<file path="src/rtl/lookahead_fifo.sv">
// lookahead_fifo: first-word-fall-through FIFO exposing the head word and the
// word behind it, with occupancy count, programmable almost-full/almost-empty
// thresholds, synchronous flush and sticky overflow/underflow error flags.
module lookahead_fifo #(
   parameter int WIDTH      = 9,
   parameter int DEPTH_ADDR = 2,
   parameter int AF_LEVEL   = 3,
   parameter int AE_LEVEL   = 1
) (
   input  logic                  clk,
   input  logic                  rst,
   input  logic                  push_req_n,
   input  logic                  pop_req_n,
   input  logic                  flush,
   input  logic [WIDTH-1:0]      data_in,
   output logic [WIDTH-1:0]      data_out,
   output logic [WIDTH-1:0]      next_data_out,
   output logic                  empty,
   output logic                  full,
   output logic                  pre_empty,
   output logic                  almost_full,
   output logic                  almost_empty,
   output logic [DEPTH_ADDR:0]   fill_cnt,
   output logic                  overflow,
   output logic                  underflow
);

   localparam int DEPTH = 2 ** DEPTH_ADDR;
   localparam logic [DEPTH_ADDR:0] CNT_FULL = (DEPTH_ADDR + 1)'(DEPTH);
   localparam logic [DEPTH_ADDR:0] CNT_ONE  = (DEPTH_ADDR + 1)'(1);
   localparam logic [DEPTH_ADDR:0] CNT_AF   = (DEPTH_ADDR + 1)'(AF_LEVEL);
   localparam logic [DEPTH_ADDR:0] CNT_AE   = (DEPTH_ADDR + 1)'(AE_LEVEL);

   // Storage is deliberately left unreset; the pointers alone define validity.
   logic [WIDTH-1:0]      mem [DEPTH];
   logic [DEPTH_ADDR-1:0] wr_ptr;
   logic [DEPTH_ADDR-1:0] rd_ptr;
   logic [DEPTH_ADDR-1:0] rd_ptr_nxt;
   logic [DEPTH_ADDR:0]   cnt;

   logic push_req;
   logic pop_req;
   logic clear;
   logic pop_acc;
   logic push_acc;
   logic push_rej;
   logic pop_rej;

   assign push_req   = ~push_req_n;
   assign pop_req    = ~pop_req_n;
   assign clear      = rst | flush;
   assign rd_ptr_nxt = rd_ptr + 1'b1;

   // A pop frees a slot in the same cycle, so a push into a full FIFO is
   // accepted when paired with a pop. A pop on an empty FIFO never pairs with
   // the simultaneous push because the pushed word is not yet readable.
   assign pop_acc  = pop_req & ~empty & ~clear;
   assign push_acc = push_req & (~full | pop_acc) & ~clear;
   assign push_rej = push_req & full & ~pop_acc;
   assign pop_rej  = pop_req & empty;

   // Pointer, occupancy and sticky error flag update; reset and flush clear
   // everything except the storage array.
   always_ff @(posedge clk) begin
      if (clear) begin
         wr_ptr    <= '0;
         rd_ptr    <= '0;
         cnt       <= '0;
         overflow  <= 1'b0;
         underflow <= 1'b0;
      end else begin
         if (push_acc) wr_ptr <= wr_ptr + 1'b1;
         if (pop_acc)  rd_ptr <= rd_ptr_nxt;
         if (push_acc && !pop_acc)
            cnt <= cnt + 1'b1;
         else if (pop_acc && !push_acc)
            cnt <= cnt - 1'b1;
         if (push_rej) overflow  <= 1'b1;
         if (pop_rej)  underflow <= 1'b1;
      end
   end

   // Write port; a write into the head slot of an empty FIFO becomes visible
   // on data_out only after the edge because empty is still set this cycle.
   always_ff @(posedge clk) begin
      if (push_acc) mem[wr_ptr] <= data_in;
   end

   // Status flags decode from the registered count only, so they are clean
   // relative to clk and settle one edge after the causing request.
   always_comb begin
      fill_cnt      = cnt;
      empty         = (cnt == '0);
      full          = (cnt == CNT_FULL);
      pre_empty     = (cnt == CNT_ONE);
      almost_full   = (cnt >= CNT_AF);
      almost_empty  = (cnt <= CNT_AE);
      data_out      = empty ? '0 : mem[rd_ptr];
      next_data_out = (cnt > CNT_ONE) ? mem[rd_ptr_nxt] : '0;
   end

endmodule

</file>
<file path="config.mk">
export PLATFORM = sky130hd
export DESIGN_NAME = lookahead_fifo
export DESIGN_NICKNAME = d
export VERILOG_FILES = /design/src/rtl/lookahead_fifo.sv
export SDC_FILE = /design/constraint.sdc
export NUM_CORES = 1
export LEC_CHECK = 0
export CAP_MARGIN = 10
export CORE_UTILIZATION = 23
export CTS_BUF_LIST = sky130_fd_sc_hd__clkbuf_4 sky130_fd_sc_hd__clkbuf_8
export DETAILED_ROUTE_END_ITERATION = 8
export PLACE_DENSITY = 0.4
export SYNTH_ARGS = -nofsm -noshare
export SYNTH_HDL_FRONTEND = slang
export SYNTH_SLANG_ARGS = --single-unit
</file>
<file path="constraint.sdc">
create_clock -name clk -period 5.7 [get_ports clk]
set_input_delay 0.855 -clock clk [delete_from_list [all_inputs] [get_ports clk]]
set_output_delay 0.855 -clock clk [all_outputs]
set_load 0.05 [all_outputs]
</file>
==> run_results.csv, run 1 <==
group,metric,value,unit
status,status,"completed",
sta,finalHoldViolCount,0,
clocking,cts-resized-gates,0,
grt,grt_pass1_wl,8000,um
setup_path,cp-end-kind,"primary output",
power_and_ir_drop,finalPower,667,uW
setup_path,rrSetupSlack,3240,ps
setup_path,path_cells,"inv_1 -> ha_1 -> nor2b_2 -> clkdlybuf4s50_1",
clocking,clkTransAtPathRegs,90,ps
setup_path,r2r_end,"fill_cnt[2]",
die,die_height,102,um
cells_and_area,nFillCells,1009,
logic_synthesis,synth_xor_area_frac,0.00763,
die,coreArea,0.00973,mm2
clocking,cts_tree,"built",
cells_and_area,n_antenna_cell,0,
placement,dpl_cell_area,0.00282,mm2
grt,grt_pass1_vias,1449,
clocking,cts_setup_buffers,0,
logic_synthesis,synth_compound_area_frac,0.0343,
power_and_ir_drop,pwr_density_cell,228,mW/mm2
die,die-area,0.0104,mm2
route,via_count,1374,
clocking,clk_latency,290,ps
logic_synthesis,synthDistinctLibCells,32,
power_and_ir_drop,irDropWorstVdd,93.4,uV
cells_and_area,fin_nets,215,
sta,drv_slew,0,
logic_synthesis,synthArstFlopShare,0,
worst_hold_path,worst_hold_path_type,"flop to flop",
logic_synthesis,ys_ff_latch,47,
logic_synthesis,synthTopCellsByArea,"edfxtp_1 (47%), mux4_2 (13%), dfxtp_1 (9.6%)",
sta,fin_crit,3500,ps
sta,tightestPinTransition,777,ps
sta,fmax,0.285,GHz
setup_path,startpoint,"fill_cnt[0]",
worst_hold_path,whs_path_depth,2,
route,vias_per_cell,4.23,
route,drtAntennaViolNets,0,
setup_path,start_kind,"flop",
flow_run,maxCapViolations,0,
cells_and_area,fin_area,0.00292,mm2
setup_path,reg2reg_from,"fill_cnt[0]",
sta,relSlewSlack,0.480,
logic_synthesis,synthMuxAreaShare,0.193,
setup_path,ff2ff_path_depth,8,
worst_hold_path,hold_start,"overflow",
logic_synthesis,synthesis.nets,175,
placement,gp_congestion,0.648,
setup_path,cp_slowest_cell,"clkdlybuf4s50_1",
logic_synthesis,yosysTopAreaCellShare,0.471,
clocking,clockRootBuffer,"clkbuf_8",
logic_synthesis,avgSynthCellArea,15.2,um2
die,die_x,102,um
die,num_rows,36,
setup_path,path_class,"flop to primary output",
setup_path,critPathMaxFanout,16,
setup_path,cp.arrival,2650,ps
sta,final-setup-viol-count,0,
clocking,cts_max_path_buffers,2,
placement,io_buffer_count,41,
worst_hold_path,hold_end,"overflow",
setup_path,required,4850,ps
clocking,htreeDepth,2,
grt,globalRoute.totalOverflow,0,
logic_synthesis,yosysSeqAreaShare,0.567,
sta,timing.setup.tns,0,ps
setup_path,critPathMaxStageDelay,940,ps
clocking,cts_hold_buffers,0,
logic_synthesis,netlist_instances,151,
cells_and_area,syn2layout_area_growth,27.1,%
logic_synthesis,synth_ff_type,"edfxtp_1",
logic_synthesis,synth_adder_area_share,0.0545,
grt,grt_max_degree,17,
route,drtIter0Drc,21,
route,routed_wl,5080,um
logic_synthesis,synthTopCellsByCount,"edfxtp_1 (36), nor2b_1 (19), mux4_2 (13)",
logic_synthesis,synth_most_common_cell,"edfxtp_1",
die,io_pins,42,
route,first_pass_iters,4,
logic_synthesis,syn_area,0.00230,mm2
cells_and_area,drive_gt1_frac,0.115,
power_and_ir_drop,p_leak,0.922,nW
sta,skew,6.81,ps
placement,hpwlAfterDp,3470,um
grt,antenna_found_initial,0,
logic_synthesis,yosys_warnings,0,
clocking,cts_sinks,47,
route,wl_per_cell,15.6,um
route,drc,0,
sta,grt_setup_unrepaired,"no",
sta,fin_crit_sh,0.615,
logic_synthesis,synth_top_family_by_area,"multiplexers",
clocking,cts-buffers-inserted,5,
logic_synthesis,synth-simple-area-share,0.109,
grt,grt_use_total,0.107,
logic_synthesis,synth_area_leader_cell,"edfxtp_1",
die,initial_core_util,0.236,
logic_synthesis,synth_edf_count,36,
## stage by stage
stage | std cells | hold WS (ps) | utilization | setup slack (ps)
2_1_floorplan | 151 | 475 | - | 2550
3_3_place_gp | 317 | 453 | 0.290 | 2500
3_5_place_dp | 317 | 460 | 0.290 | 2460
4_1_cts | 325 | 499 | 0.300 | 2110
5_1_grt | 325 | 530 | 0.300 | 1990
6_report | 325 | 491 | 0.300 | 2200
## placed cells by master, fill, tap and decap left out, types with 2 or more instances in the layout
master,count
dfxtp_1,11
inv_1,8
clkbuf_8,6
clkdlybuf4s50_1,41
nor2b_1,19
or3_1,2
mux2i_1,2
mux4_1,5
nor2_1,9
and2_1,5
edfxtp_1,36
o21ai_0,3
a21oi_1,5
ha_1,10
mux4_2,13
## where the power goes
group	switching [mW]	internal, mW
clock network	0.108	0.0969
registers	0.00445	0.373
logic	0.0522	0.0325
total	0.165	0.502
## routing by layer
metal  global-route usage  part of all wire  wire [um]  vias up
met5                    0                 0          0        -
met4               0.0363             0.014         71        0
met3               0.0246             0.040        203        5
met2                0.190              0.52       2640       32
met1                0.128              0.43       2160      688
li1                     -                 -          -      649
## sequential cells by signal, indices dropped and copies added (netlist names), named ones only
signal     count
fill_cnt       3
overflow       1
mem           36
wr_ptr         2
rd_ptr         2
underflow      1
## worst max-delay path: cells and delay by family, from the launching register on
kind / cells / cell delay [ps]
flops: 1 / 380
simple gates: 1 / 680
fa+ha+maj: 1 / 230
buf+inv: 2 / 1060
## worst max path at each step
stage | endpoint
detailed placement | empty
CTS | empty
global route | empty
global placement | empty
finish | empty
floorplan | next_data_out[0]
## final cells by class
class	count	area [um2]	area share
clock inverter	2	11.3	0.00386
inverter	8	30.0	0.0103
clock buffer	6	82.6	0.0283
sequential	47	1300	0.446
timing repair buffer	41	410	0.141
tap	133	166	0.0570
multi-input combinational	88	916	0.314
## logic make-up (layout without fill, tap and decap cells)
kind of cell / after synthesis / count (layout)
flip-flops: 47 / 47
AND/OR/NAND/NOR: 43 / 43
multiplexers: 20 / 20
buffers and inverters: 16 / 57
AO/OA/AOI/OAI: 13 / 13
adder cells (fa/ha/maj): 10 / 10
XOR/XNOR: 2 / 2
Note: power is estimated with default switching activity, not from simulation.
==> inputs of run 2 (changes only) <==
- PLACE_DENSITY: 0.4 -> 0.41
- clock period: 5.7 -> 3.2 ns (I/O delays scaled with it)
==> run 2 against run 1 <==
Compared with the run above: global-route usage is 0.55 points lower; utilization is 0.66 points higher; design area is 2.2% higher; cell count is 0.62% higher; worst hold slack worse by 5.2 ps; sequential power is 78% higher; flip-flop and latch count stayed put; sequential share of layout area is 0.91 points lower; clock power grew to 2.5 times the previous value; total power is 100% higher; largest power group unchanged.
==> run_results.csv, run 2 (same netlist as run 1, synthesis figures left out) <==
group,metric,value,unit
sta,fin_crit,2950,ps
route,wl_met1,2210,um
grt,antenna_found_initial,0,
placement,io_buffer_count,41,
worst_hold_path,whs_path_depth,2,
setup_path,path_class,"flop to primary output",
power_and_ir_drop,pwr_density_cell,449,mW/mm2
power_and_ir_drop,irDropWorstVdd,265,uV
sta,skew,13.2,ps
power_and_ir_drop,p_leak,0.965,nW
cells_and_area,fin_nets,217,
cells_and_area,top_register,"mem",
cells_and_area,final_common_cell,"clkdlybuf4s50_1",
route,dr_wl_met3,156,um
route,top_layer_used,"met4",
route,wl_met2,2490,um
setup_path,critPathMaxFanout,10,
placement,gp_congestion,0.632,
flow_run,maxCapViolations,0,
cells_and_area,largest_reg_flops,36,
clocking,clkTransAtPathRegs,90,ps
route,first_pass_iters,3,
sta,tightestPinTransition,594,ps
placement,pre_cts_slack,404,ps
route,drtAntennaViolNets,0,
sta,relSlewSlack,0.604,
placement,hpwlAfterDp,3400,um
die,coreArea,0.00973,mm2
route,via_count,1352,
clocking,cts_tree,"built",
setup_path,ff2ff_path_depth,8,
grt,grt_max_degree,17,
setup_path,start_kind,"flop",
route,drtIter0Drc,38,
clocking,clk_latency,300,ps
die,io_pins,42,
sta,grt_setup_unrepaired,"no",
sta,fin_crit_sh,0.921,
placement,dp.cells,319,
setup_path,cp.arrival,2470,ps
cells_and_area,drive_gt1_frac,0.134,
die,initial_core_util,0.236,
die,die_x,102,um
cells_and_area,n_antenna_cell,0,
die,die-area,0.0104,mm2
grt,globalRoute.totalOverflow,0,
grt,grt_use_total,0.101,
clocking,cts-buffers-inserted,5,
clocking,htreeDepth,2,
cells_and_area,stdcell_count,327,
sta,finalHoldViolCount,0,
cells_and_area,mostFrequentLayoutCells,"clkdlybuf4s50_1 (41), edfxtp_1 (36), nor2b_1 (19), mux4_2 (13)",
worst_hold_path,worst_hold_path_type,"flop to flop",
sta,timing.setup.tns,0,ps
clocking,clockRootBuffer,"clkbuf_8",
clocking,cts_sinks,47,
grt,grt_pass1_wl,7680,um
clocking,cts_max_path_buffers,2,
grt,grt_pass1_vias,1463,
route,wl_per_cell,15.0,um
sta,fmax,0.339,GHz
route,routed_wl,4900,um
cells_and_area,multi_input_area,921,um2
setup_path,required,2720,ps
cells_and_area,postLayoutCoreUtil,0.306,
sta,fin_ws,252,ps
power_and_ir_drop,finalPower,1.34,mW
die,die_height,102,um
status,status,"completed",
sta,drv_slew,0,
die,num_rows,36,
sta,final-setup-viol-count,0,
cells_and_area,nFillCells,992,
route,drc,0,
cells_and_area,ff_latch_area,0.00130,mm2
route,vias_per_cell,4.13,
cells_and_area,syn2layout_area_growth,29.9,%
setup_path,cp-end-kind,"primary output",
run 2: cell count changes in the layout (fill, tap and decap cells not counted):
cell	previous run	this run
dfxtp_2	0	1
bufinv_16	0	2
clkinvlp_4	1	0
nor2b_2	1	0
clkinv_1	1	0
buf_4	0	2
clkbuf_4	0	1
dfxtp_1	11	10
nor2b_4	0	1
clkbuf_8	6	5
run 2: layout make-up:
cell class,instances,area share
Clock inverter,2,0.0201
Multi-Input combinational cell,88,0.309
Inverter,8,0.0101
Timing Repair Buffer,43,0.143
Tap cell,133,0.0558
Sequential cell,47,0.437
Clock buffer,6,0.0256
run 2: worst paths after layout:
path / from / end / slack (ps)
setup reg to reg: fill_cnt[0] / fill_cnt[2] / 870
setup / recovery: fill_cnt[1] / next_data_out[0] / 250
hold / removal: overflow / overflow / 490
hold reg to reg: overflow / overflow / 490
run 2: where the power goes:
group | internal, mW | total [mW] | switching [mW]
Clock | 0.321 | 0.516 | 0.196
Combinational | 0.0587 | 0.151 | 0.0925
Sequential | 0.664 | 0.671 | 0.00743
Total | 1.04 | 1.34 | 0.295
run 2: stage by stage:
step | hold slack (ps) | cell area [um2]
2_1_floorplan | 475 | 2300
4_1_cts | 500 | 2980
5_1_grt | 561 | 2980
3_3_place_gp | 476 | 2840
3_5_place_dp | 466 | 2840
6_report | 486 | 2980
run 2: worst max-delay path, stage by stage (launching register included):
cell	delay [ps]
dfxtp_1	420
inv_1	110
ha_1	200
o21a_1	350
nor2b_1	240
clkdlybuf4s50_1	840
run 2: repair_timing:
item	CTS	global route
setup endpoints to repair	0	8
hold endpoints to repair	0	0
hold buffers	0	0
setup buffers	0	0
resized for setup	0	2
run 2: layer usage:
metal | track usage | vias up
met5 | 0 | -
met4 | 0.0297 | 0
li1 | - | 652
met2 | 0.182 | 30
met3 | 0.0226 | 4
met1 | 0.121 | 666
